===== config.mk =====
export PLATFORM = sky130hd
export DESIGN_NAME = conv_window_fetch
export DESIGN_NICKNAME = d
export VERILOG_FILES = /design/src/rtl/cnn_pkg.sv /design/src/rtl/window_addr_gen.sv /design/src/rtl/conv_window_fetch.sv
export SDC_FILE = /design/constraint.sdc
export NUM_CORES = 1
export LEC_CHECK = 0
export BUFFER_PORTS_ARGS = -buffer_cell sky130_fd_sc_hd__buf_4
export CORE_MARGIN = 2
export CORE_UTILIZATION = 40
export CTS_BUF_LIST = sky130_fd_sc_hd__clkbuf_16
export CTS_CLUSTER_DIAMETER = 100
export CTS_CLUSTER_SIZE = 25
export DETAILED_ROUTE_END_ITERATION = 7
export SLEW_MARGIN = 20
export SYNTH_ARGS = -nofsm -noshare
export SYNTH_HDL_FRONTEND = slang
export SYNTH_SLANG_ARGS = --single-unit

===== constraint.sdc =====
create_clock -name clk -period 8.9 [get_ports clk]
set_clock_uncertainty 0.2 [all_clocks]
set_input_delay 1.78 -clock clk [delete_from_list [all_inputs] [get_ports clk]]
set_output_delay 1.78 -clock clk [all_outputs]
set_load 0.01 [all_outputs]

===== src/rtl/cnn_pkg.sv =====
// Shared types and default geometry for the CNN front-end blocks.
package cnn_pkg;

  localparam int unsigned DATA_WIDTH = 8;
  localparam int unsigned IMG_W      = 8;
  localparam int unsigned IMG_H      = 8;
  localparam int unsigned K          = 3;

  typedef enum logic [1:0] {
    IDLE  = 2'd0,
    FETCH = 2'd1,
    HOLD  = 2'd2,
    DONE  = 2'd3
  } fetch_state_t;

endpackage


===== src/rtl/window_addr_gen.sv =====
// Row/column/tap counters for the window walk and the registered buffer read address.
module window_addr_gen #(
  parameter  int unsigned SIZE  = 64,
  parameter  int unsigned IMG_W = 8,
  parameter  int unsigned IMG_H = 8,
  parameter  int unsigned K     = 3,
  localparam int unsigned AW    = $clog2(SIZE),
  localparam int unsigned RW    = $clog2(IMG_H),
  localparam int unsigned CW    = $clog2(IMG_W),
  localparam int unsigned TW    = (K > 1) ? $clog2(K * K) : 1
) (
  input  logic          clk,
  input  logic          rst,
  input  logic          clear_i,
  input  logic          tap_step_i,
  input  logic          win_step_i,
  input  logic          addr_en_i,
  output logic [AW-1:0] rd_addr_o,
  output logic [TW-1:0] tap_o,
  output logic [RW-1:0] row_o,
  output logic [CW-1:0] col_o,
  output logic          last_tap_o,
  output logic          last_win_o
);

  localparam int unsigned KW  = (K > 1) ? $clog2(K) : 1;
  localparam int unsigned AWX = AW + 1;

  logic [RW-1:0]  row_q, row_d;
  logic [CW-1:0]  col_q, col_d;
  logic [KW-1:0]  kr_q, kr_d;
  logic [KW-1:0]  kc_q, kc_d;
  logic [TW-1:0]  tap_q, tap_d;
  logic [AW-1:0]  addr_q, addr_d;
  logic [AWX-1:0] addr_full;

  assign last_tap_o = (tap_q == TW'(K * K - 1));
  assign last_win_o = (row_q == RW'(IMG_H - K)) && (col_q == CW'(IMG_W - K));

  assign rd_addr_o = addr_q;
  assign tap_o     = tap_q;
  assign row_o     = row_q;
  assign col_o     = col_q;

  // Counter advance and address of the tap that will be read next cycle.
  always_comb begin
    row_d = row_q;
    col_d = col_q;
    kr_d  = kr_q;
    kc_d  = kc_q;
    tap_d = tap_q;
    if (clear_i) begin
      row_d = '0;
      col_d = '0;
      kr_d  = '0;
      kc_d  = '0;
      tap_d = '0;
    end else begin
      if (tap_step_i) begin
        if (last_tap_o) begin
          tap_d = '0;
          kr_d  = '0;
          kc_d  = '0;
        end else begin
          tap_d = tap_q + TW'(1);
          if (kc_q == KW'(K - 1)) begin
            kc_d = '0;
            kr_d = kr_q + KW'(1);
          end else begin
            kc_d = kc_q + KW'(1);
          end
        end
      end
      if (win_step_i) begin
        if (col_q == CW'(IMG_W - K)) begin
          col_d = '0;
          row_d = row_q + RW'(1);
        end else begin
          col_d = col_q + CW'(1);
        end
      end
    end
    // One spare bit of headroom; valid positions always fit in AW bits.
    addr_full = (AWX'(row_d) + AWX'(kr_d)) * AWX'(IMG_W) + AWX'(col_d) + AWX'(kc_d);
    addr_d    = addr_en_i ? addr_full[AW-1:0] : '0;
  end

  // Counter and address registers.
  always_ff @(posedge clk or posedge rst) begin
    if (rst) begin
      row_q  <= '0;
      col_q  <= '0;
      kr_q   <= '0;
      kc_q   <= '0;
      tap_q  <= '0;
      addr_q <= '0;
    end else begin
      row_q  <= row_d;
      col_q  <= col_d;
      kr_q   <= kr_d;
      kc_q   <= kc_d;
      tap_q  <= tap_d;
      addr_q <= addr_d;
    end
  end

endmodule


===== src/rtl/conv_window_fetch.sv =====
// Walks all stride-1 KxK windows of the input buffer and hands each out as one packed word.
module conv_window_fetch #(
  parameter  int unsigned DATA_WIDTH = cnn_pkg::DATA_WIDTH,
  parameter  int unsigned SIZE       = 64,
  parameter  int unsigned IMG_W      = cnn_pkg::IMG_W,
  parameter  int unsigned IMG_H      = cnn_pkg::IMG_H,
  parameter  int unsigned K          = cnn_pkg::K,
  localparam int unsigned AW         = $clog2(SIZE),
  localparam int unsigned RW         = $clog2(IMG_H),
  localparam int unsigned CW         = $clog2(IMG_W),
  localparam int unsigned WW         = K * K * DATA_WIDTH
) (
  input  logic                  clk,
  input  logic                  rst,
  input  logic                  start,
  output logic                  busy,
  output logic                  done,
  output logic [AW-1:0]         rd_addr,
  input  logic [DATA_WIDTH-1:0] rd_data,
  output logic                  win_valid,
  input  logic                  win_ready,
  output logic [WW-1:0]         win_data,
  output logic [RW-1:0]         win_row,
  output logic [CW-1:0]         win_col
);

  import cnn_pkg::*;

  localparam int unsigned TW = (K > 1) ? $clog2(K * K) : 1;

  fetch_state_t state_q, state_d;

  logic          busy_q, busy_d;
  logic          done_q, done_d;
  logic          valid_q, valid_d;
  logic [WW-1:0] win_data_q, win_data_d;

  logic [TW-1:0] tap;
  logic          last_tap;
  logic          last_win;
  logic          accept;
  logic          clear;
  logic          tap_step;
  logic          win_step;
  logic          addr_en;

  // In HOLD the window is always valid, so ready alone completes the handshake.
  assign accept   = (state_q == HOLD) && win_ready;
  assign clear    = (state_q == IDLE);
  assign tap_step = (state_q == FETCH);
  assign win_step = accept && !last_win;
  assign addr_en  = (state_d == FETCH);

  window_addr_gen #(
    .SIZE  (SIZE),
    .IMG_W (IMG_W),
    .IMG_H (IMG_H),
    .K     (K)
  ) u_addr_gen (
    .clk        (clk),
    .rst        (rst),
    .clear_i    (clear),
    .tap_step_i (tap_step),
    .win_step_i (win_step),
    .addr_en_i  (addr_en),
    .rd_addr_o  (rd_addr),
    .tap_o      (tap),
    .row_o      (win_row),
    .col_o      (win_col),
    .last_tap_o (last_tap),
    .last_win_o (last_win)
  );

  // Next state plus registered status flags derived from it.
  always_comb begin
    state_d = state_q;
    case (state_q)
      IDLE:    if (start) state_d = FETCH;
      FETCH:   if (last_tap) state_d = HOLD;
      HOLD:    if (accept) state_d = last_win ? DONE : FETCH;
      DONE:    state_d = IDLE;
      default: state_d = IDLE;
    endcase
    busy_d  = (state_d == FETCH) || (state_d == HOLD);
    valid_d = (state_d == HOLD);
    done_d  = (state_d == DONE);
  end

  // Capture the buffer data for the current tap into its slot of the window word.
  always_comb begin
    win_data_d = win_data_q;
    if (state_q == FETCH) begin
      win_data_d[tap * DATA_WIDTH +: DATA_WIDTH] = rd_data;
    end
  end

  // State, flag and window registers.
  always_ff @(posedge clk or posedge rst) begin
    if (rst) begin
      state_q    <= IDLE;
      busy_q     <= 1'b0;
      done_q     <= 1'b0;
      valid_q    <= 1'b0;
      win_data_q <= '0;
    end else begin
      state_q    <= state_d;
      busy_q     <= busy_d;
      done_q     <= done_d;
      valid_q    <= valid_d;
      win_data_q <= win_data_d;
    end
  end

  assign busy      = busy_q;
  assign done      = done_q;
  assign win_valid = valid_q;
  assign win_data  = win_data_q;

endmodule


==> out/metrics.cfg <==
[floorplan]
standard_cell_core_area_um2=10800
design.portCount=99
initial_core_util=0.410
die_h_um=109
num_rows=38
dieWidth_um=109
floorplan.die_area_um2=12000

[timing]
grt_setup_unrepaired=false
period_share=0.427
final-hold-violation-count=0
final_period_minus_worst_setup_slack_ps=3800
holdWs_ps=276
setup_total_negative_slack_ps=0
setup_viol_count_final=0
max-slew-margin-rel=0.283
final-max-slew-violation-count=0
achievable-frequency_mhz=263
fin_ws_ps=5100
tightest_slew_ps=1070

[status]
outcome=finished, final reports clean

[yosys]
number_of_distinct_library_cells_after_synthesis=53
synthesis.instances=436
synth-main-ff-cell=sky130_fd_sc_hd__dfrtp_1
postSynth.asyncResetShare=1.00
syn_nets=463
ys_warn_count=0
synth.cell_area_um2=4440
number_of_enable_type_register_cells_in_the_synthesized_netlist=0
ys_seq_elements=97
postSynthAreaPerCell_um2=10.2
synth_seq_area_share=0.546

[cts]
clkSinkCount=97
skew_pair_late_insertion_delay_ps=340
tritoncts=yes
clock_path_buffers=2
cts_setup_buffers=0
cts-resized-gates=0
root_buffer=sky130_fd_sc_hd__clkbuf_16
num_cts_buffers=9
htree_num_levels=3
cts.clk_slew.worst_paths_ps=60
holdBufCountCts=0

[power]
leakage_uw=0.00266
cellPowerDensity_nw_per_um2=336
worst_ir_drop_on_vdd_uv=129

[place]
post_dp_cell_area_um2=5260
portBuffers=98
hpwl_um=7400
dpl_worst_slack_ps=4780
place.gp.congestion=0.802

[worst_setup_path]
reg2regPathDepth=11
critical_path.endpoint_type=register
biggest_fanout_along_the_worst_timing_path=4
cp-start-kind=input port
crit-reg2reg-capture=u_addr_gen.rd_addr_o[5]
worst_reg2reg_startpoint=u_addr_gen.tap_o[0]
cp.required_ps=8930
worstSetupEndpoint=u_addr_gen.rd_addr_o[5]
worstPathArrival_ps=3830
worst-setup-path-type=input port to register
setup.reg_to_reg.worst_slack_ps=5230
cp-startpoint=win_ready

[final_layout]
fin_nets=554
commonest_cells_after_routing_fill_and_taps_aside=sky130_fd_sc_hd__nand2_1 (99), sky130_fd_sc_hd__buf_4 (99), sky130_fd_sc_hd__dfrtp_1 (97), sky130_fd_sc_hd__o21ai_0 (41), sky130_fd_sc_hd__inv_1 (35)
layout.cell_area.non_filler_um2=5520
antenna_cells=0
layout-area-overhead-vs-synth_pct=24.2
fillers=1031
final_core_utilization=0.509
layout-drive-gt1-share=0.229

[grt]
grt_pass1_vias=3177
grt_pass1_wl_um=16400
grt_start_max_net_pins=77
initial_antenna_violation_count=0
globalRouteOverflowTotal=0
grt_util_all_layers=0.179

[route]
detail_route.first_pass.iterations=4
drt_iter0_drc=195
vias=3387
drt-total-wl_um=10300
routedWlPerCell_um=15.3
vias_per_cell=5.04
remaining_antenna_violation_count_after_routing=0
route.detailed.drc=0

[run]
timing.max_cap.violations=0

[hold_path]
worstHoldPathType=register to register

==> critical path, cell delays in order <==
cell                       delay (ps)
sky130_fd_sc_hd__buf_4            100
sky130_fd_sc_hd__and4b_4          250
sky130_fd_sc_hd__nand3_1          140
sky130_fd_sc_hd__xor2_1           170
sky130_fd_sc_hd__nor2_1           150
sky130_fd_sc_hd__ha_1             190
sky130_fd_sc_hd__fa_1             190
sky130_fd_sc_hd__nand2_1           70
sky130_fd_sc_hd__or4_1            410
sky130_fd_sc_hd__a211o_1          310
sky130_fd_sc_hd__o311ai_1          70
==> synthesized netlist by cell type, drive strengths merged (5+ instances only) <==
library cell  number  area (um^2)
a22o              18          158
mux2i             23          230
and2               6         37.5
nor2              20         75.1
dfrtp             97         2430
nor3               7         51.3
nand2            101          384
inv               33          124
o21ai             44          220
ha                13          163
buf               17         93.8
xnor2              5         51.3
==> routing by layer <==
layer / up-vias / share of wire / global-route usage
li1: 1653 / - / -
met1: 1634 / 0.46 / 0.246
met2: 83 / 0.47 / 0.281
met3: 17 / 0.046 / 0.0332
met4: 0 / 0.017 / 0.0651
met5: - / 0 / 0
==> cell families after synthesis <==
family          count (synthesis)  share of synthesized area
compound gates                 80                      0.115
xor+xnor                        6                     0.0135
fa+ha+maj                      15                     0.0456
buf+inv                        52                     0.0507
flops                          97                      0.546
mux                            26                     0.0594
simple gates                  160                      0.169
==> state kept, by name, summed over array words and instances, names as in the netlist, 2 cells and up <==
register / cells
u_addr_gen.rd_addr_o: 6
u_addr_gen.kr_q: 2
win_data: 72
state_q: 2
u_addr_gen.kc_q: 2
u_addr_gen.row_o: 3
u_addr_gen.col_o: 3
u_addr_gen.tap_o: 4
==> how the worst min path moves through the flow <==
| stage | start | to | slack (ps) | cells after the start |
|---|---|---|---|---|
| floorplan | u_addr_gen.kr_q[1] | u_addr_gen.kr_q[1] | 280 | 1 |
| detailed placement | win_data[18] | win_data[18] | 270 | 2 |
| global placement | win_data[16] | win_data[16] | 260 | 2 |
| CTS | win_data[18] | win_data[18] | 290 | 2 |
| global route | win_data[18] | win_data[18] | 310 | 2 |
| finish | win_data[17] | win_data[17] | 280 | 2 |
==> per-stage QoR <==
step	std cells	power, uW
floorplan	436	1180
global placement	656	1520
detailed placement	656	1540
CTS	672	1880
global route	672	2000
finish	672	1860
==> layout make-up <==
| class | count | area [um^2] | area share |
|---|---|---|---|
| sequential | 97 | 2430 | 0.440 |
| multi-input combinational | 287 | 1790 | 0.325 |
| timing repair buffer | 99 | 743 | 0.135 |
| clock buffer | 9 | 225 | 0.0408 |
| tap | 140 | 175 | 0.0317 |
| inverter | 33 | 125 | 0.0227 |
| clock inverter | 7 | 31.3 | 0.00567 |
==> where the power goes <==
group | internal (uW) | switching [uW]
clock | 184 | 157
combinational | 356 | 429
sequential | 608 | 122
Note: power is estimated with default switching activity, not from simulation.
